**src/rtl/hex_scan_pkg.sv**
```systemverilog
// Shared types and the seven-segment glyph table for the multiplexed hex display scanner.
// Segment vectors are active-low, with bit 0 = segment a and bit 6 = segment g.
package hex_scan_pkg;

   typedef enum logic {
      BLANK = 1'b0,
      SHOW  = 1'b1
   } scan_state_t;

   localparam logic [6:0] SEG_OFF = 7'b1111111;

   // Index 15 is deliberately a blank glyph; the anode is still driven for that digit.
   localparam logic [6:0] SEG_LUT [0:15] = '{
      7'b1000000, 7'b1111001, 7'b0100100, 7'b0110000,
      7'b0011001, 7'b0010010, 7'b0000010, 7'b1111000,
      7'b0000000, 7'b0011000, 7'b0100111, 7'b0110011,
      7'b0011101, 7'b0010110, 7'b0000111, 7'b1111111
   };

endpackage

```
**src/rtl/hex_scan_ctrl_if.sv**
```systemverilog
// Update handshake and display pin bundle for hex_scan_ctrl.
// The master side (the datapath) offers values; the slave side (the controller) drives the pins.
interface hex_scan_ctrl_if #(
   parameter int NUM_DIGITS = 4
);
   logic                      upd_valid;
   logic [4*NUM_DIGITS-1:0]   upd_value;
   logic                      upd_busy;
   logic [6:0]                hex;
   logic [NUM_DIGITS-1:0]     an;
   logic                      frame_start;

   modport master (
      output upd_valid, upd_value,
      input  upd_busy, hex, an, frame_start
   );

   modport slave (
      input  upd_valid, upd_value,
      output upd_busy, hex, an, frame_start
   );
endinterface

```
**src/rtl/hex_scan_ctrl_seg7_decode.sv**
```systemverilog
// Combinational nibble-to-segment decoder that is shared by every scanned digit.
module seg7_decode
   import hex_scan_pkg::*;
(
   input  logic [3:0] i_nibble,
   output logic [6:0] o_seg
);

   assign o_seg = SEG_LUT[i_nibble];

endmodule

```
**src/rtl/hex_scan_ctrl.sv**
```systemverilog
// Time-multiplexed seven-segment scanner: a tear-free shadow register, blanking between digits, and frame-aligned updates.
// Leading-zero suppression is enabled by defining HEX_SCAN_LZ_SUPPRESS_EN.
//
//   state | meaning
//   BLANK | all anodes off, segments off; lasts BLANK_CYCLES
//   SHOW  | anode r_idx on, segments = glyph of shadow nibble r_idx; lasts DWELL_CYCLES
module hex_scan_ctrl
   import hex_scan_pkg::*;
#(
   parameter int NUM_DIGITS   = 4,
   parameter int DWELL_CYCLES = 50000,
   parameter int BLANK_CYCLES = 500
) (
   input logic          clk,
   input logic          rst,
   hex_scan_ctrl_if.slave bus
);

   localparam int MAX_CYC = (DWELL_CYCLES > BLANK_CYCLES) ? DWELL_CYCLES : BLANK_CYCLES;
   localparam int TW      = $clog2(MAX_CYC + 1);
   localparam int IW      = (NUM_DIGITS > 1) ? $clog2(NUM_DIGITS) : 1;
   localparam int DW      = 4 * NUM_DIGITS;

   localparam logic [TW-1:0] BLANK_LAST = TW'(BLANK_CYCLES - 1);
   localparam logic [TW-1:0] SHOW_LAST  = TW'(DWELL_CYCLES - 1);
   localparam logic [IW-1:0] IDX_LAST   = IW'(NUM_DIGITS - 1);

   scan_state_t            r_state;
   logic [TW-1:0]          r_timer;
   logic [IW-1:0]          r_idx;
   logic [DW-1:0]          r_shadow;
   logic [DW-1:0]          r_staging;
   logic                   r_pending;
   logic [NUM_DIGITS-1:0]  r_an;
   logic [6:0]             r_hex;
   logic                   r_frame_start;

   logic [3:0]             w_nibble;
   logic [6:0]             w_seg;
   logic                   w_dark;
   logic [NUM_DIGITS-1:0]  w_an_lit;

   always_comb begin
      w_nibble = 4'h0;
      for (int i = 0; i < NUM_DIGITS; i++) begin
         if (r_idx == IW'(i)) begin
            w_nibble = r_shadow[4*i +: 4];
         end
      end
   end

   seg7_decode u_dec (
      .i_nibble (w_nibble),
      .o_seg    (w_seg)
   );

`ifdef HEX_SCAN_LZ_SUPPRESS_EN
   // A digit is a leading zero when it and every higher nibble are zero; digit 0 always stays lit.
   always_comb begin
      w_dark = 1'b0;
      if (r_idx != '0) begin
         w_dark = 1'b1;
         for (int i = 0; i < NUM_DIGITS; i++) begin
            if ((IW'(i) >= r_idx) && (r_shadow[4*i +: 4] != 4'h0)) begin
               w_dark = 1'b0;
            end
         end
      end
   end
`else
   assign w_dark = 1'b0;
`endif

   assign w_an_lit = ~(NUM_DIGITS'(1) << r_idx);

   always_ff @(posedge clk or posedge rst) begin
      if (rst) begin
         r_state       <= BLANK;
         r_timer       <= '0;
         r_idx         <= '0;
         r_shadow      <= '0;
         r_staging     <= '0;
         r_pending     <= 1'b0;
         r_an          <= '1;
         r_hex         <= SEG_OFF;
         r_frame_start <= 1'b0;
      end else begin
         r_frame_start <= 1'b0;

         if (bus.upd_valid && !r_pending) begin
            r_staging <= bus.upd_value;
            r_pending <= 1'b1;
         end

         case (r_state)
            BLANK: begin
               if (r_timer == BLANK_LAST) begin
                  r_state       <= SHOW;
                  r_timer       <= '0;
                  r_an          <= w_dark ? '1 : w_an_lit;
                  r_hex         <= w_dark ? SEG_OFF : w_seg;
                  r_frame_start <= (r_idx == '0);
               end else begin
                  r_timer <= r_timer + 1'b1;
               end
            end
            SHOW: begin
               if (r_timer == SHOW_LAST) begin
                  r_state <= BLANK;
                  r_timer <= '0;
                  r_an    <= '1;
                  r_hex   <= SEG_OFF;
                  if (r_idx == IDX_LAST) begin
                     r_idx <= '0;
                     // Frame boundary: the only point where the shadow copy is allowed to change.
                     if (r_pending) begin
                        r_shadow  <= r_staging;
                        r_pending <= 1'b0;
                     end
                  end else begin
                     r_idx <= r_idx + 1'b1;
                  end
               end else begin
                  r_timer <= r_timer + 1'b1;
               end
            end
            default: begin
               r_state <= BLANK;
               r_timer <= '0;
            end
         endcase
      end
   end

   assign bus.upd_busy    = r_pending;
   assign bus.hex         = r_hex;
   assign bus.an          = r_an;
   assign bus.frame_start = r_frame_start;

endmodule

```
**src/flat_wrapper.sv**
```systemverilog
// flat-port wrapper written by rule: the top's interface ports become plain ports
module hex_scan_ctrl_flat import hex_scan_pkg::*;
#(
   parameter int NUM_DIGITS   = 4,
   parameter int DWELL_CYCLES = 50000,
   parameter int BLANK_CYCLES = 500
)
  (clk, rst, bus_upd_valid, bus_upd_value, bus_upd_busy, bus_hex, bus_an, bus_frame_start);
  hex_scan_ctrl_if #(.NUM_DIGITS(NUM_DIGITS)) bus_i ();
  input logic clk;
  input logic rst;
  input wire logic [$bits(bus_i.upd_valid)-1:0] bus_upd_valid;
  input wire logic [$bits(bus_i.upd_value)-1:0] bus_upd_value;
  output wire logic [$bits(bus_i.upd_busy)-1:0] bus_upd_busy;
  output wire logic [$bits(bus_i.hex)-1:0] bus_hex;
  output wire logic [$bits(bus_i.an)-1:0] bus_an;
  output wire logic [$bits(bus_i.frame_start)-1:0] bus_frame_start;
  assign bus_i.upd_valid = bus_upd_valid;
  assign bus_i.upd_value = bus_upd_value;
  assign bus_upd_busy = bus_i.upd_busy;
  assign bus_hex = bus_i.hex;
  assign bus_an = bus_i.an;
  assign bus_frame_start = bus_i.frame_start;
  hex_scan_ctrl #(.NUM_DIGITS(NUM_DIGITS), .DWELL_CYCLES(DWELL_CYCLES), .BLANK_CYCLES(BLANK_CYCLES)) u_core (.clk(clk), .rst(rst), .bus(bus_i));
endmodule
```
**config.mk**
```make
export PLATFORM = sky130hd
export DESIGN_NAME = hex_scan_ctrl_flat
export DESIGN_NICKNAME = d
export VERILOG_FILES = /design/src/rtl/hex_scan_pkg.sv /design/src/rtl/hex_scan_ctrl_if.sv /design/src/rtl/hex_scan_ctrl_seg7_decode.sv /design/src/rtl/hex_scan_ctrl.sv /design/src/flat_wrapper.sv
export SDC_FILE = /design/constraint.sdc
export NUM_CORES = 1
export LEC_CHECK = 0
export CORE_MARGIN = 2
export CORE_UTILIZATION = 61
export CTS_CLUSTER_DIAMETER = 60
export DETAILED_ROUTE_END_ITERATION = 7
export GPL_TIMING_DRIVEN = 0
export PLACE_DENSITY = 0.85
export SETUP_SLACK_MARGIN = 0.05
export SKIP_LAST_GASP = 1
export SLEW_MARGIN = 15
export SYNTH_ARGS = -nofsm -noshare
export SYNTH_HDL_FRONTEND = slang
export SYNTH_HIERARCHICAL = 1
export SYNTH_SLANG_ARGS = --single-unit
export TNS_END_PERCENT = 5
```
**constraint.sdc**
```tcl
create_clock -name clk -period 4.05 [get_ports clk]
set_input_delay 0.81 -clock clk [delete_from_list [all_inputs] [get_ports clk]]
set_output_delay 0.81 -clock clk [all_outputs]
set_load 0.01 [all_outputs]
```
## Word level (Yosys, flattened, before mapping)

Memories as Yosys holds them, arrays and structs flattened.
Cells that the tools add are included.

- Bits in registers: 64
- ROM bits: 112
- Memories kept: 1

Memory list:

| name | depth | width | read ports | clocked after Yosys merged registers in | wr ports | line | text |
|---|---|---|---|---|---|---|---|
| (no name shown) | 16 | 7 | 1 | 0 | 0 | hex_scan_ctrl_seg7_decode.sv:9 | `assign o_seg = SEG_LUT[i_nibble];` |

- Add/sub/neg operators: 2
- $lt $le $gt $ge: 1
- Equal/unequal tests: 7
- Shift-type cells: 1
- Multiplexer cells: 26
- Bitwise gates (word level): 3
- Reductions and logical operators: 6

Operators with widths:

| kind | count |
|---|---|
| 16-bit two-way mux | 2 |
| 16-bit one-hot mux with 2 select lines | 1 |
| 7-bit two-way mux | 4 |
| 4-bit two-way mux | 6 |
| 16-bit by 1-bit adder with 16-bit output, second input constant | 1 |
| 16-bit == test, second input constant | 1 |
| 16-bit by 9-bit == test with 1-bit output, second input constant | 1 |
| 7-bit one-hot mux with 2 select lines | 1 |
| 1-bit two-way mux | 9 |
| 4-bit one-hot mux with 2 select lines | 1 |
| 5-bit >= comparator, second input constant | 1 |
| 4-bit NOT with 5-bit output | 1 |
| 2-bit == test, second input constant | 2 |
| 4-bit NOT | 1 |
| 2-bit AND reduction | 2 |
| 4-bit AND reduction | 1 |
| 1-bit by 2-bit left shift with 4-bit output, first input constant | 1 |
| 2-bit by 1-bit adder with 2-bit output, second input constant | 1 |
| 2-bit by 1-bit == test with 1-bit output, second input constant | 1 |
| 2-bit zero test | 1 |
| 2-bit two-way mux | 1 |
| 2-bit by 1-bit inequality test with 1-bit output, second input constant | 1 |
| 2-bit inequality test, second input constant | 1 |
| 1-bit one-hot mux with 2 select lines | 1 |
| 3 further kinds | 3 |

## Depth between registers and ports, before layout

Gate-level depths: netlist (run 1).

- Depth after elaboration: 11
- Mapped depth: 12
- Mapped depth without buffers: 12

## Modules after synthesis

Netlist (run 1), hierarchy kept.

Modules (own cells, without submodules):

| module | times used | cells an instance | area an instance (sq um) | seq. area each (sq um) |
|---|---|---|---|---|
| hex_scan_ctrl | 1 | 235 | 2901.5 | 1615.3 |
| seg7_decode | 1 | 23 | 205.2 | 0.0 |

## Worst setup path after synthesis (run 1)

OpenSTA, ideal clock, no wires.

- Kind: register to register
- Start point: register u_core.r_idx[0]
- End point: register u_core.r_hex[1], in the netlist u_core/bus.hex[1]
- Arrival: 2.375 ns
- Setup slack: 1.581 ns
- Cell stages (with the launch flop): 13
- Path buffers: 0
- Path through: dfrtp_1 inv_1 ha_1 nor2b_1 a221oi_1 o31ai_1 inv_1 ha_1 nor2b_1 o21ai_0 o21ai_0 nor2_1 a31oi_1

- Word-level cells in the longest chain between the ends: 11
- Elaborated cells between the ends (all ways): 14
- Classes of those cells: eq/ne: 3; mux: 8; bitwise: 1; reduce/logical: 1; memory: 1

RTL lines:

| what | line | text |
|---|---|---|
| start, declared | hex_scan_ctrl.sv:30 | `logic [IW-1:0] r_idx;` |
| start signal, assigned | hex_scan_ctrl.sv:121 | `r_idx <= r_idx + 1'b1;` |
| 2-bit zero test | hex_scan_ctrl.sv:46 | `if (r_idx == IW'(i)) begin` |
| 4-bit two-way mux (3 in a row) | hex_scan_ctrl.sv:46 |  |
| 4-bit two-way mux * | hex_scan_ctrl.sv:46 |  |
| via u_core.w_nibble[1] | hex_scan_ctrl.sv:38 | `logic [3:0] w_nibble;` |
| 4-bit NOT with 5-bit output (not written as such) * | hex_scan_ctrl_seg7_decode.sv:9 |  |
| memory read 16 x 7 bit * | - |  |
| 7-bit two-way mux (not written as such) * (2 in a row) | hex_scan_ctrl_seg7_decode.sv:9 |  |
| via u_core.w_seg[1] | hex_scan_ctrl.sv:39 | `logic [6:0] w_seg;` |
| 7-bit two-way mux * | hex_scan_ctrl.sv:97 | `if (r_timer == BLANK_LAST) begin` |
| 7-bit one-hot mux with 2 select lines * | hex_scan_ctrl.sv:95 | `case (r_state)` |
| end signal, assigned | hex_scan_ctrl.sv:101 | `r_hex <= w_dark ? SEG_OFF : w_seg;` |
| end, declared | hex_scan_ctrl.sv:35 | `logic [6:0] r_hex;` |

Mark *: on every way through the listed nets, which the timed path passes. The rest lies on a longest branch. The select of a mux whose other input is x is not followed.
A chain may end at the register's enable or synchronous reset.

## Final worst setup path (run 1)

- Start point: register u_core.r_idx[0]
- End point: register u_core.r_hex[0], in the netlist u_core/bus.hex[0]

Same word-level chain as after synthesis.

==> impl_metrics.xml, run 1 <==
<?xml version="1.0" encoding="UTF-8"?>
<metrics>
  <group name="placed_design">
    <metric name="placement.io_buffers" unit="">31</metric>
    <metric name="placedCellCount" unit="">356</metric>
    <metric name="detailedPlacementHpwl" unit="um">3951</metric>
    <metric name="globalplace.congestion" unit="">0.8807</metric>
  </group>
  <group name="die">
    <metric name="std_cell_rows" unit="">25</metric>
    <metric name="boundaryPins" unit="">32</metric>
    <metric name="core_region_area" unit="sq um">4817</metric>
    <metric name="die_w" unit="um">75.37</metric>
    <metric name="chipHeight" unit="um">75.37</metric>
    <metric name="floorplan.initialDensity" unit="%">64.49</metric>
    <metric name="die_area" unit="sq um">5680</metric>
  </group>
  <group name="sta">
    <metric name="final_period_minus_worst_setup_slack" unit="ns">3.156</metric>
    <metric name="timing.final.hold_violations" unit="">0</metric>
    <metric name="timing.setup.tns" unit="ns">0</metric>
    <metric name="setup_violations" unit="">0</metric>
    <metric name="setup_repair_after_global_routing_missed_its_margin" unit="">false</metric>
    <metric name="fmax" unit="MHz">316.8</metric>
    <metric name="slew-limit-headroom" unit="%">33.50</metric>
    <metric name="worst_clock_skew" unit="ns">0.005240</metric>
    <metric name="timing_worst_slew_pin_value" unit="ns">0.9890</metric>
    <metric name="final.hold.worst_slack" unit="ns">0.4708</metric>
    <metric name="slew_viol_final" unit="">0</metric>
    <metric name="fin_crit_sh" unit="%">77.93</metric>
  </group>
  <group name="critical_path">
    <metric name="worst_ep_required" unit="ns">4.31</metric>
    <metric name="reg2reg_path_depth" unit="">10</metric>
    <metric name="end_kind" unit="">flop</metric>
    <metric name="timing.critical_path.slowest_cell_delay" unit="ns">0.71</metric>
    <metric name="regToRegEndpoint" unit="">u_core/bus.hex[0]$_DFFE_PP1P_</metric>
    <metric name="cp_cell_sequence" unit="">inv_1 &gt; ha_1 &gt; nor2b_1 &gt; a221oi_1 &gt; o31ai_1 &gt; inv_1 &gt; ha_1 &gt; mux4_2 &gt; nor2_1 &gt; a31oi_1</metric>
    <metric name="timing.rr.start" unit="">u_core/r_idx[0]$_DFFE_PP0P_</metric>
    <metric name="worst-r2r-setup-slack" unit="ns">0.89</metric>
    <metric name="setup.worst_path.start_class" unit="">flop</metric>
    <metric name="cp.arrival" unit="ns">3.41</metric>
    <metric name="worstSetupPathType" unit="">flop to flop</metric>
    <metric name="worst_path_max_delay_cell" unit="">sky130_fd_sc_hd__o31ai_1</metric>
    <metric name="timing.critical_path.fanout_max" unit="">6</metric>
  </group>
  <group name="pwr">
    <metric name="switching_share" unit="%">20.35</metric>
    <metric name="power.share.sequential" unit="%">48.6</metric>
    <metric name="comb_power_share" unit="%">3.6</metric>
    <metric name="vdd_ir_drop_max" unit="mV">0.2567</metric>
    <metric name="intPower" unit="mW">1.100</metric>
    <metric name="p_leak" unit="nW">1.662</metric>
    <metric name="power.switching" unit="mW">0.2811</metric>
    <metric name="clkPwrFrac" unit="%">47.8</metric>
    <metric name="pwr_density_cell" unit="nW/um^2">368.6</metric>
  </group>
  <group name="yosys">
    <metric name="synth.distinct_cells" unit="">39</metric>
    <metric name="synth.yosys.seq_area_share" unit="%">51.99</metric>
    <metric name="syn-cell-area" unit="sq um">3107</metric>
    <metric name="synth_enable_flop_cells" unit="">0</metric>
    <metric name="synth_cells" unit="">258</metric>
    <metric name="syn_area_per_cell" unit="sq um">12.04</metric>
    <metric name="ys_seq_elements" unit="">64</metric>
    <metric name="postSynth.asyncResetShare" unit="%">100.0</metric>
    <metric name="synth-warning-count" unit="">6</metric>
    <metric name="synth_nets" unit="">288</metric>
    <metric name="ys_dominant_reg_cell" unit="">sky130_fd_sc_hd__dfrtp_1</metric>
  </group>
  <group name="routing">
    <metric name="finalWirelength" unit="um">5695</metric>
    <metric name="route.antenna.remaining_nets" unit="">0</metric>
    <metric name="initialDrtViolationCount" unit="">154</metric>
    <metric name="wl_per_cell" unit="um">15.31</metric>
    <metric name="drtPass1Iterations" unit="">4</metric>
    <metric name="drcViolationCount" unit="">0</metric>
    <metric name="viasPerCell" unit="">5.586</metric>
    <metric name="route.vias.total" unit="">2078</metric>
  </group>
  <group name="cts">
    <metric name="postCtsSetupBuffers" unit="">0</metric>
    <metric name="htreeDepth" unit="">3</metric>
    <metric name="clockBufferDepth" unit="">2</metric>
    <metric name="tritoncts" unit="">built</metric>
    <metric name="clk_root_buffer_cell" unit="">sky130_fd_sc_hd__clkbuf_8</metric>
    <metric name="cts_num_sinks" unit="">64</metric>
    <metric name="ctsResizeCount" unit="">0</metric>
    <metric name="cts_buffers" unit="">9</metric>
    <metric name="worst_skew_pair.late_latency" unit="ns">0.34</metric>
    <metric name="clkTransAtPathRegs" unit="ns">0.07</metric>
    <metric name="cts_hold_buffers" unit="">0</metric>
  </group>
  <group name="grt">
    <metric name="global_route_wire_length_before_repair" unit="um">9653</metric>
    <metric name="first_global_vias" unit="">2039</metric>
    <metric name="largest_net_degree_at_the_start_of_global_routing" unit="">65</metric>
    <metric name="global_route.usage.total" unit="%">23.30</metric>
    <metric name="globalRouteOverflowTotal" unit="">0</metric>
    <metric name="antenna_violations_before_repair" unit="">0</metric>
  </group>
  <group name="hold_path">
    <metric name="worstHoldEndpoint" unit="">u_core/bus.hex[1]$_DFFE_PP1P_</metric>
    <metric name="holdCritPathClass" unit="">flop to flop</metric>
    <metric name="min_delay_path_depth" unit="">2</metric>
    <metric name="hold_path_startpoint" unit="">u_core/bus.hex[1]$_DFFE_PP1P_</metric>
  </group>
  <group name="final_layout">
    <metric name="nFillCells" unit="">323</metric>
    <metric name="layout_common_cells" unit="">sky130_fd_sc_hd__dfrtp_1, sky130_fd_sc_hd__clkdlybuf4s50_1, sky130_fd_sc_hd__mux2_2</metric>
    <metric name="final_nets" unit="">330</metric>
    <metric name="flow.area_growth_from_synthesis" unit="%">20.62</metric>
    <metric name="final_cells" unit="">372</metric>
    <metric name="final_layout_size_suffix_gt1_share" unit="%">24.59</metric>
    <metric name="layout.cells.most_common" unit="">sky130_fd_sc_hd__dfrtp_1</metric>
    <metric name="num_antenna_cells" unit="">0</metric>
  </group>
  <group name="run_status">
    <metric name="outcome" unit="">finished clean</metric>
  </group>
  <group name="flow_run">
    <metric name="timing.max_cap.violations" unit="">0</metric>
  </group>
</metrics>
[worst max-delay path, delay by kind of cell (launching register included)]
kind / cells / cell delay (ns)
compound gates: 3 / 0.92
fa+ha+maj: 2 / 0.50
buf+inv: 2 / 0.35
flops: 1 / 0.43
mux: 1 / 0.47
simple gates: 2 / 0.41
[cell families after synthesis]
kind of cell | count (synthesis) | synth area share (%)
mux | 39 | 15.51
simple gates | 75 | 14.06
xor+xnor | 13 | 3.665
buf+inv | 27 | 4.068
compound gates | 29 | 6.283
fa+ha+maj | 11 | 4.430
flops | 64 | 51.99
[cell usage after synthesis, drive strengths merged, types with 4 or more instances]
cell / count / area (sq um)
dfstp: 11 / 289.0
o31ai: 5 / 37.54
nand2: 15 / 56.30
nor2b: 8 / 50.05
o211ai: 4 / 30.03
inv: 16 / 60.06
nand3: 5 / 25.02
ha: 11 / 137.6
nand4: 9 / 71.32
xor2: 7 / 61.31
nor4: 4 / 55.05
xnor2: 6 / 52.55
a31oi: 7 / 43.79
o21ai: 4 / 20.02
buf: 6 / 47.54
nor2: 21 / 78.83
clkbuf: 5 / 18.77
dfrtp: 53 / 1326
mux2: 36 / 439.2
[cell type report]
type                       count  area (sq um)  area share, %
multi-input combinational    167          1365          36.43
inverter                      16         62.56          1.669
clock inverter                 7         120.1          3.205
clock buffer                   9         123.9          3.306
sequential                    64          1615          43.11
buffer                        11         66.31          1.770
timing repair buffer          31         310.3          8.280
tap                           67         83.83          2.237
[registers in the layout, indices dropped and copies added, names as in the netlist, 2 cells and up]
register          cells
u_core/r_timer       16
u_core/bus.hex        7
u_core/r_idx          2
u_core/r_staging     16
u_core/bus.an         4
u_core/r_shadow      16
[metal layers]
layer | share of wire [%] | vias to the layer above | GRT usage (%) | wire, um
met5 | 0 | - | 0 | 0
met4 | 1.4 | 0 | 11.70 | 82
met3 | 4.9 | 8 | 4.630 | 281
met2 | 48 | 63 | 35.85 | 2762
met1 | 45 | 1014 | 31.80 | 2568
li1 | - | 993 | - | -
[per-stage QoR]
step	setup slack [ns]	utilization [%]	power, mW	cell area (sq um)
after floorplan	1.581	-	0.7066	3107
after global placement	0.6689	72.68	0.7296	3501
after detailed placement	1.090	72.73	0.7338	3503
after CTS	0.9711	77.79	1.394	3747
after global routing	0.5767	77.79	1.424	3747
final	0.8938	77.79	1.381	3747
[worst max path at each step]
stage | start | endpoint | slack, ns | cells past startpoint
after floorplan | u_core/r_idx[0]$_DFFE_PP0P_ | u_core/bus.hex[1]$_DFFE_PP1P_ | 1.58 | 12
after global placement | rst | u_core/r_shadow[13]$_DFFE_PP0P_ | 0.67 | 2
after detailed placement | u_core/r_idx[0]$_DFFE_PP0P_ | u_core/bus.hex[1]$_DFFE_PP1P_ | 1.09 | 12
after CTS | u_core/r_idx[0]$_DFFE_PP0P_ | u_core/bus.hex[0]$_DFFE_PP1P_ | 0.97 | 10
after global routing | u_core/r_idx[0]$_DFFE_PP0P_ | u_core/bus.hex[1]$_DFFE_PP1P_ | 0.58 | 12
final | u_core/r_idx[0]$_DFFE_PP0P_ | u_core/bus.hex[0]$_DFFE_PP1P_ | 0.89 | 10
[power groups by stage]
stage	sequential [mW]	clock [mW]	combinational, mW
after global routing	0.674	0.694	0.0552
after floorplan	0.679	0	0.0278
after global placement	0.682	0	0.0477
after detailed placement	0.684	0	0.0502
final	0.672	0.660	0.0495
after CTS	0.672	0.671	0.0509
Note: power is estimated with default switching activity, not from simulation.
==> inputs of run 2 (changes only) <==
--- a/config.mk
+++ b/config.mk
@@ -6,11 +6,11 @@
 export NUM_CORES = 1
 export LEC_CHECK = 0
 export CORE_MARGIN = 2
-export CORE_UTILIZATION = 61
+export CORE_UTILIZATION = 51
 export CTS_CLUSTER_DIAMETER = 60
 export DETAILED_ROUTE_END_ITERATION = 7
 export GPL_TIMING_DRIVEN = 0
-export PLACE_DENSITY = 0.85
+export PLACE_DENSITY = 0.76
 export SETUP_SLACK_MARGIN = 0.05
 export SKIP_LAST_GASP = 1
 export SLEW_MARGIN = 15
==> constraint.sdc (replaced) <==
create_clock -name clk -period 2.8 [get_ports clk]
set_input_delay 0.56 -clock clk [delete_from_list [all_inputs] [get_ports clk]]
set_output_delay 0.56 -clock clk [all_outputs]
set_load 0.01 [all_outputs]
==> impl_metrics.xml, run 2 (same netlist as run 1, synthesis figures left out) <==
<?xml version="1.0" encoding="UTF-8"?>
<metrics>
  <group name="run_status">
    <metric name="outcome" unit="">finished clean</metric>
  </group>
  <group name="die">
    <metric name="boundaryPins" unit="">32</metric>
    <metric name="std_cell_rows" unit="">28</metric>
    <metric name="core_region_area" unit="sq um">5921</metric>
    <metric name="floorplan.initialDensity" unit="%">52.47</metric>
    <metric name="die_w" unit="um">82.05</metric>
    <metric name="chipHeight" unit="um">82.05</metric>
    <metric name="die_area" unit="sq um">6732</metric>
  </group>
  <group name="pwr">
    <metric name="pwr_density_cell" unit="nW/um^2">487.1</metric>
    <metric name="p_leak" unit="nW">1.687</metric>
    <metric name="power.share.sequential" unit="%">52.9</metric>
    <metric name="intPower" unit="mW">1.457</metric>
    <metric name="clkPwrFrac" unit="%">43.3</metric>
    <metric name="vdd_ir_drop_max" unit="mV">0.3065</metric>
    <metric name="power.switching" unit="mW">0.3774</metric>
    <metric name="comb_power_share" unit="%">3.9</metric>
    <metric name="report.power.total" unit="mW">1.835</metric>
    <metric name="switching_share" unit="%">20.57</metric>
  </group>
  <group name="sta">
    <metric name="timing.final.hold_violations" unit="">0</metric>
    <metric name="slew-limit-headroom" unit="%">49.01</metric>
    <metric name="timing_worst_slew_pin_value" unit="ns">0.7648</metric>
    <metric name="postLayoutSetupSlackWorst" unit="ns">0.2281</metric>
    <metric name="fmax" unit="MHz">388.8</metric>
    <metric name="final.hold.worst_slack" unit="ns">0.4713</metric>
    <metric name="setup_violations" unit="">0</metric>
    <metric name="final_period_minus_worst_setup_slack" unit="ns">2.572</metric>
    <metric name="slew_viol_final" unit="">0</metric>
    <metric name="worst_clock_skew" unit="ns">0.005657</metric>
    <metric name="fin_crit_sh" unit="%">91.85</metric>
    <metric name="setup_repair_after_global_routing_missed_its_margin" unit="">false</metric>
  </group>
  <group name="critical_path">
    <metric name="end_kind" unit="">flop</metric>
    <metric name="regToRegEndpoint" unit="">u_core/bus.hex[5]$_DFFE_PP1P_</metric>
    <metric name="setup.worst_path.start_class" unit="">flop</metric>
    <metric name="worstSetupPathType" unit="">flop to flop</metric>
    <metric name="worst-r2r-setup-slack" unit="ns">0.23</metric>
    <metric name="worst_ep_required" unit="ns">3.05</metric>
    <metric name="worst_path_max_delay_cell" unit="">sky130_fd_sc_hd__dfrtp_1</metric>
    <metric name="timing.critical_path.fanout_max" unit="">7</metric>
    <metric name="reg2reg_path_depth" unit="">10</metric>
    <metric name="cp_cell_sequence" unit="">ha_1 &gt; nor2b_4 &gt; a221oi_1 &gt; o31ai_2 &gt; inv_1 &gt; ha_1 &gt; mux2_2 &gt; o21ai_0 &gt; nor2_1 &gt; a31oi_1</metric>
    <metric name="crit_path_frequent_cell" unit="">sky130_fd_sc_hd__ha_1</metric>
    <metric name="cp.arrival" unit="ns">2.83</metric>
    <metric name="timing.rr.start" unit="">u_core/r_idx[0]$_DFFE_PP0P_</metric>
    <metric name="timing.critical_path.slowest_cell_delay" unit="ns">0.42</metric>
  </group>
  <group name="hold_path">
    <metric name="min_delay_path_depth" unit="">2</metric>
    <metric name="hold_path_startpoint" unit="">u_core/bus.hex[3]$_DFFE_PP1P_</metric>
    <metric name="holdCritPathClass" unit="">flop to flop</metric>
    <metric name="worstHoldEndpoint" unit="">u_core/bus.hex[3]$_DFFE_PP1P_</metric>
  </group>
  <group name="placed_design">
    <metric name="detailedPlacementHpwl" unit="um">3718</metric>
    <metric name="placement.io_buffers" unit="">31</metric>
    <metric name="placedCellCount" unit="">364</metric>
    <metric name="preCtsSetupSlack" unit="ns">-0.2551</metric>
    <metric name="place_area" unit="sq um">3513</metric>
    <metric name="globalplace.congestion" unit="">0.7825</metric>
  </group>
  <group name="final_layout">
    <metric name="layout.cells.most_common" unit="">sky130_fd_sc_hd__dfrtp_1</metric>
    <metric name="finished_layout_cell_area" unit="sq um">3766</metric>
    <metric name="flow.area_growth_from_synthesis" unit="%">21.22</metric>
    <metric name="nFillCells" unit="">447</metric>
    <metric name="multi_input_comb_area" unit="sq um">1396</metric>
    <metric name="final_cells" unit="">383</metric>
    <metric name="area.sequential" unit="sq um">1615</metric>
    <metric name="final_nets" unit="">333</metric>
    <metric name="reg.largest.list" unit="">u_core/r_shadow x16, u_core/r_staging x16, u_core/r_timer x16</metric>
    <metric name="layout_common_cells" unit="">sky130_fd_sc_hd__dfrtp_1, sky130_fd_sc_hd__clkdlybuf4s50_1, sky130_fd_sc_hd__mux2_2</metric>
    <metric name="num_antenna_cells" unit="">0</metric>
    <metric name="final_layout_size_suffix_gt1_share" unit="%">26.62</metric>
  </group>
  <group name="cts">
    <metric name="clkTransAtPathRegs" unit="ns">0.07</metric>
    <metric name="cts_num_sinks" unit="">64</metric>
    <metric name="clk_root_buffer_cell" unit="">sky130_fd_sc_hd__clkbuf_8</metric>
    <metric name="clockBufferDepth" unit="">2</metric>
    <metric name="worst_skew_pair.late_latency" unit="ns">0.33</metric>
    <metric name="tritoncts" unit="">built</metric>
    <metric name="cts_buffers" unit="">9</metric>
    <metric name="htreeDepth" unit="">3</metric>
  </group>
  <group name="grt">
    <metric name="largest_net_degree_at_the_start_of_global_routing" unit="">65</metric>
    <metric name="global_route_wire_length_before_repair" unit="um">8694</metric>
    <metric name="globalRouteMet1Util" unit="%">25.11</metric>
    <metric name="grt-busiest-layer" unit="">met1</metric>
    <metric name="global_route.usage.total" unit="%">17.69</metric>
    <metric name="groute.layer.met3.usage" unit="%">2.967</metric>
    <metric name="antenna_violations_before_repair" unit="">0</metric>
    <metric name="first_global_vias" unit="">1869</metric>
    <metric name="met2_usage" unit="%">24.72</metric>
    <metric name="globalRouteOverflowTotal" unit="">0</metric>
  </group>
  <group name="flow_run">
    <metric name="timing.max_cap.violations" unit="">0</metric>
  </group>
  <group name="routing">
    <metric name="drcViolationCount" unit="">0</metric>
    <metric name="finalWirelength" unit="um">5348</metric>
    <metric name="viasPerCell" unit="">5.389</metric>
    <metric name="initialDrtViolationCount" unit="">56</metric>
    <metric name="wl_per_cell" unit="um">13.96</metric>
    <metric name="route.antenna.remaining_nets" unit="">0</metric>
    <metric name="drtPass1Iterations" unit="">4</metric>
    <metric name="route.vias.total" unit="">2064</metric>
  </group>
</metrics>
## run 2: layout make-up
type / instances / area share [%]
Timing Repair Buffer: 34 / 8.837
Inverter: 16 / 1.661
Buffer: 11 / 1.761
Tap cell: 75 / 2.492
Clock inverter: 3 / 1.063
Sequential cell: 64 / 42.89
Clock buffer: 13 / 4.219
Multi-Input combinational cell: 167 / 37.08
## run 2: layer usage
| layer | wire length (um) | vias to the layer above |
|---|---|---|
| li1 | - | 997 |
| met1 | 2605 | 1022 |
| met2 | 2438 | 36 |
| met3 | 173 | 9 |
| met4 | 131 | 0 |
| met5 | 0 | - |
## run 2: worst max path at each step
| stage | from | to | slack (ns) | cells past startpoint |
|---|---|---|---|---|
| after global placement | rst | u_core/r_shadow[12]$_DFFE_PP0P_ | -0.39 | 2 |
| final | u_core/r_idx[0]$_DFFE_PP0P_ | u_core/bus.hex[5]$_DFFE_PP1P_ | 0.23 | 10 |
| after CTS | u_core/r_idx[0]$_DFFE_PP0P_ | u_core/bus.hex[5]$_DFFE_PP1P_ | 0.1 | 9 |
| after floorplan | u_core/r_idx[0]$_DFFE_PP0P_ | u_core/bus.hex[1]$_DFFE_PP1P_ | 0.33 | 12 |
| after detailed placement | u_core/r_idx[0]$_DFFE_PP0P_ | u_core/bus.hex[5]$_DFFE_PP1P_ | -0.26 | 11 |
| after global routing | u_core/r_idx[1]$_DFFE_PP0P_ | u_core/bus.hex[1]$_DFFE_PP1P_ | 0.03 | 12 |
## run 2: metrics by stage
stage | TNS, ns | utilization (%)
after floorplan | 0 | -
after global placement | -20.65 | 59.30
after detailed placement | -0.7774 | 59.34
after CTS | 0 | 63.00
after global routing | 0 | 63.61
final | 0 | 63.61
## run 2: repair_timing
| item | in CTS | in global routing |
|---|---|---|
| resized for setup | 2 | 5 |
| hold buffers | 0 | 0 |
| buffers inserted | 1 | 2 |
| setup endpoints to repair | 4 | 3 |
| pin swaps | 1 | 1 |
## run 2: power by group through the flow
stage | clock network, mW | logic, mW | registers (mW)
floorplan | 0 | 0.0402 | 0.982
global placement | 0 | 0.0701 | 0.986
detailed placement | 0 | 0.0730 | 0.987
CTS | 0.818 | 0.0731 | 0.970
global route | 0.853 | 0.0786 | 0.973
finish | 0.794 | 0.0708 | 0.970
## run 2: worst max-delay path, delay by kind of cell, from the launching register on
family | cells | cell delay, ns
AOI/OAI and AO/OA | 4 | 0.81
adders and majority gates | 2 | 0.57
buffers and inverters | 1 | 0.16
DFF | 1 | 0.42
muxes | 1 | 0.26
and+or+nand+nor | 2 | 0.26
==> inputs of run 3 (changes only) <==
--- a/config.mk
+++ b/config.mk
@@ -11,7 +11,7 @@
 export DETAILED_ROUTE_END_ITERATION = 7
 export GPL_TIMING_DRIVEN = 0
 export PLACE_DENSITY = 0.76
-export SETUP_SLACK_MARGIN = 0.05
+export SETUP_SLACK_MARGIN = 0.02
 export SKIP_LAST_GASP = 1
 export SLEW_MARGIN = 15
 export SYNTH_ARGS = -nofsm -noshare
==> impl_metrics.xml, run 3 (same netlist as run 1, synthesis figures left out) <==
<?xml version="1.0" encoding="UTF-8"?>
<metrics>
  <group name="run_status">
    <metric name="outcome" unit="">finished clean</metric>
  </group>
  <group name="sta">
    <metric name="fmax" unit="MHz">380.7</metric>
    <metric name="worst_clock_skew" unit="ns">0.006135</metric>
    <metric name="timing.setup.tns" unit="ns">0</metric>
    <metric name="fin_crit_sh" unit="%">93.82</metric>
    <metric name="slew_viol_final" unit="">0</metric>
    <metric name="setup_repair_after_global_routing_missed_its_margin" unit="">true</metric>
    <metric name="timing_worst_slew_pin_value" unit="ns">0.7618</metric>
    <metric name="final_period_minus_worst_setup_slack" unit="ns">2.627</metric>
    <metric name="postLayoutSetupSlackWorst" unit="ns">0.1730</metric>
    <metric name="slew-limit-headroom" unit="%">49.21</metric>
    <metric name="setup_violations" unit="">0</metric>
    <metric name="timing.final.hold_violations" unit="">0</metric>
  </group>
  <group name="die">
    <metric name="core_region_area" unit="sq um">5921</metric>
    <metric name="boundaryPins" unit="">32</metric>
    <metric name="die_area" unit="sq um">6732</metric>
    <metric name="die_w" unit="um">82.05</metric>
    <metric name="chipHeight" unit="um">82.05</metric>
    <metric name="floorplan.initialDensity" unit="%">52.47</metric>
    <metric name="std_cell_rows" unit="">28</metric>
  </group>
  <group name="pwr">
    <metric name="p_leak" unit="nW">1.675</metric>
    <metric name="pwr_density_cell" unit="nW/um^2">488.9</metric>
    <metric name="vdd_ir_drop_max" unit="mV">0.2896</metric>
  </group>
  <group name="grt">
    <metric name="antenna_violations_before_repair" unit="">0</metric>
    <metric name="global_route_wire_length_before_repair" unit="um">8694</metric>
    <metric name="globalRouteMet1Util" unit="%">25.11</metric>
    <metric name="largest_net_degree_at_the_start_of_global_routing" unit="">65</metric>
    <metric name="global_route.usage.total" unit="%">17.69</metric>
    <metric name="globalRouteOverflowTotal" unit="">0</metric>
    <metric name="first_global_vias" unit="">1869</metric>
    <metric name="groute.layer.met3.usage" unit="%">2.967</metric>
    <metric name="grt-busiest-layer" unit="">met1</metric>
    <metric name="met2_usage" unit="%">24.72</metric>
  </group>
  <group name="cts">
    <metric name="clkTransAtPathRegs" unit="ns">0.07</metric>
    <metric name="worst_skew_pair.late_latency" unit="ns">0.33</metric>
    <metric name="tritoncts" unit="">built</metric>
    <metric name="cts_hold_buffers" unit="">0</metric>
    <metric name="clockBufferDepth" unit="">2</metric>
    <metric name="cts_buffers" unit="">9</metric>
    <metric name="cts_num_sinks" unit="">64</metric>
    <metric name="htreeDepth" unit="">3</metric>
    <metric name="clk_root_buffer_cell" unit="">sky130_fd_sc_hd__clkbuf_8</metric>
  </group>
  <group name="routing">
    <metric name="wl_per_cell" unit="um">13.94</metric>
    <metric name="route.antenna.remaining_nets" unit="">0</metric>
    <metric name="viasPerCell" unit="">5.394</metric>
    <metric name="initialDrtViolationCount" unit="">58</metric>
    <metric name="drcViolationCount" unit="">0</metric>
    <metric name="drtPass1Iterations" unit="">4</metric>
    <metric name="route.vias.total" unit="">2066</metric>
    <metric name="finalWirelength" unit="um">5340</metric>
  </group>
  <group name="hold_path">
    <metric name="holdCritPathClass" unit="">flop to flop</metric>
    <metric name="hold_path_startpoint" unit="">u_core/bus.hex[3]$_DFFE_PP1P_</metric>
    <metric name="worstHoldEndpoint" unit="">u_core/bus.hex[3]$_DFFE_PP1P_</metric>
    <metric name="min_delay_path_depth" unit="">2</metric>
  </group>
  <group name="critical_path">
    <metric name="cp.arrival" unit="ns">2.88</metric>
    <metric name="worstSetupPathType" unit="">flop to flop</metric>
    <metric name="timing.critical_path.slowest_cell_delay" unit="ns">0.42</metric>
    <metric name="cp_cell_sequence" unit="">inv_1 &gt; ha_1 &gt; nor2b_2 &gt; a221oi_1 &gt; o31ai_2 &gt; inv_1 &gt; ha_1 &gt; mux2_2 &gt; o21ai_0 &gt; nor2_1 &gt; a31oi_1</metric>
    <metric name="worst_path_max_delay_cell" unit="">sky130_fd_sc_hd__dfrtp_1</metric>
    <metric name="reg2reg_path_depth" unit="">11</metric>
    <metric name="setup.worst_path.start_class" unit="">flop</metric>
    <metric name="worst-r2r-setup-slack" unit="ns">0.17</metric>
    <metric name="timing.rr.start" unit="">u_core/r_idx[0]$_DFFE_PP0P_</metric>
    <metric name="worst_ep_required" unit="ns">3.05</metric>
    <metric name="regToRegEndpoint" unit="">u_core/bus.hex[5]$_DFFE_PP1P_</metric>
    <metric name="timing.critical_path.fanout_max" unit="">5</metric>
    <metric name="end_kind" unit="">flop</metric>
  </group>
  <group name="final_layout">
    <metric name="flow.area_growth_from_synthesis" unit="%">20.78</metric>
    <metric name="final_layout_size_suffix_gt1_share" unit="%">25.97</metric>
    <metric name="layout_common_cells" unit="">sky130_fd_sc_hd__dfrtp_1, sky130_fd_sc_hd__clkdlybuf4s50_1, sky130_fd_sc_hd__mux2_2</metric>
    <metric name="num_antenna_cells" unit="">0</metric>
    <metric name="final_cells" unit="">383</metric>
    <metric name="finished_layout_cell_area" unit="sq um">3752</metric>
    <metric name="finish.utilization" unit="%">63.38</metric>
    <metric name="final_nets" unit="">333</metric>
    <metric name="layout.cells.most_common" unit="">sky130_fd_sc_hd__dfrtp_1</metric>
    <metric name="reg.largest.list" unit="">u_core/r_shadow x16, u_core/r_staging x16, u_core/r_timer x16</metric>
  </group>
  <group name="placed_design">
    <metric name="detailedPlacementHpwl" unit="um">3718</metric>
    <metric name="place_area" unit="sq um">3513</metric>
    <metric name="preCtsSetupSlack" unit="ns">-0.2551</metric>
    <metric name="placement.io_buffers" unit="">31</metric>
    <metric name="globalplace.congestion" unit="">0.7825</metric>
    <metric name="placedCellCount" unit="">364</metric>
  </group>
  <group name="flow_run">
    <metric name="timing.max_cap.violations" unit="">0</metric>
  </group>
</metrics>
## run 3: worst max path at each step
| stage | startpoint | endpoint | cells after the start |
|---|---|---|---|
| after global routing | u_core/r_idx[0]$_DFFE_PP0P_ | u_core/bus.hex[1]$_DFFE_PP1P_ | 12 |
| final | u_core/r_idx[0]$_DFFE_PP0P_ | u_core/bus.hex[5]$_DFFE_PP1P_ | 11 |
| after global placement | rst | u_core/r_shadow[12]$_DFFE_PP0P_ | 2 |
| after detailed placement | u_core/r_idx[0]$_DFFE_PP0P_ | u_core/bus.hex[5]$_DFFE_PP1P_ | 11 |
| after floorplan | u_core/r_idx[0]$_DFFE_PP0P_ | u_core/bus.hex[1]$_DFFE_PP1P_ | 12 |
| after CTS | u_core/r_idx[0]$_DFFE_PP0P_ | u_core/bus.hex[5]$_DFFE_PP1P_ | 9 |
## run 3: layout make-up
| type | instances | area (sq um) |
|---|---|---|
| Buffer | 11 | 66.31 |
| Sequential cell | 64 | 1615 |
| Tap cell | 75 | 93.84 |
| Inverter | 16 | 62.56 |
| Clock inverter | 3 | 40.04 |
| Multi-Input combinational cell | 167 | 1383 |
| Timing Repair Buffer | 34 | 332.8 |
| Fill cell | 451 | 2168 |
| Clock buffer | 13 | 158.9 |
## run 3: timing repair
item,CTS,global route
setup endpoints to repair,4,3
pin swaps,1,1
buffers inserted,1,2
endpoints found under the hold margin,0,0
cloned,0,0
gates resized for setup,2,2
## run 3: where the power goes
| part | leakage [nW] | switching (mW) | internal [mW] |
|---|---|---|---|
| logic | 0.768 | 0.0266 | 0.0441 |
| registers | 0.803 | 0.0143 | 0.955 |
| clock network | 0.103 | 0.337 | 0.458 |
## run 3: through the flow
stage,power [mW],hold WS [ns]
final,1.835,0.4714
after global routing,1.905,0.4889
after CTS,1.861,0.4775
after detailed placement,1.060,0.4673
after global placement,1.056,0.4634
after floorplan,1.022,0.4445
## run 3: routing by layer
metal  up-vias  wire length, um
li1        999                -
met1      1018             2601
met2        40             2429
met3         9              178
met4         0              131
met5         -                0
## run 3: worst max-delay path: cells and delay by family (launching register included)
family          cells  cell delay (ns)
buf+inv             2             0.26
compound gates      4             0.82
fa+ha+maj           2             0.48
mux                 1             0.26
flops               1             0.42
simple gates        2             0.30
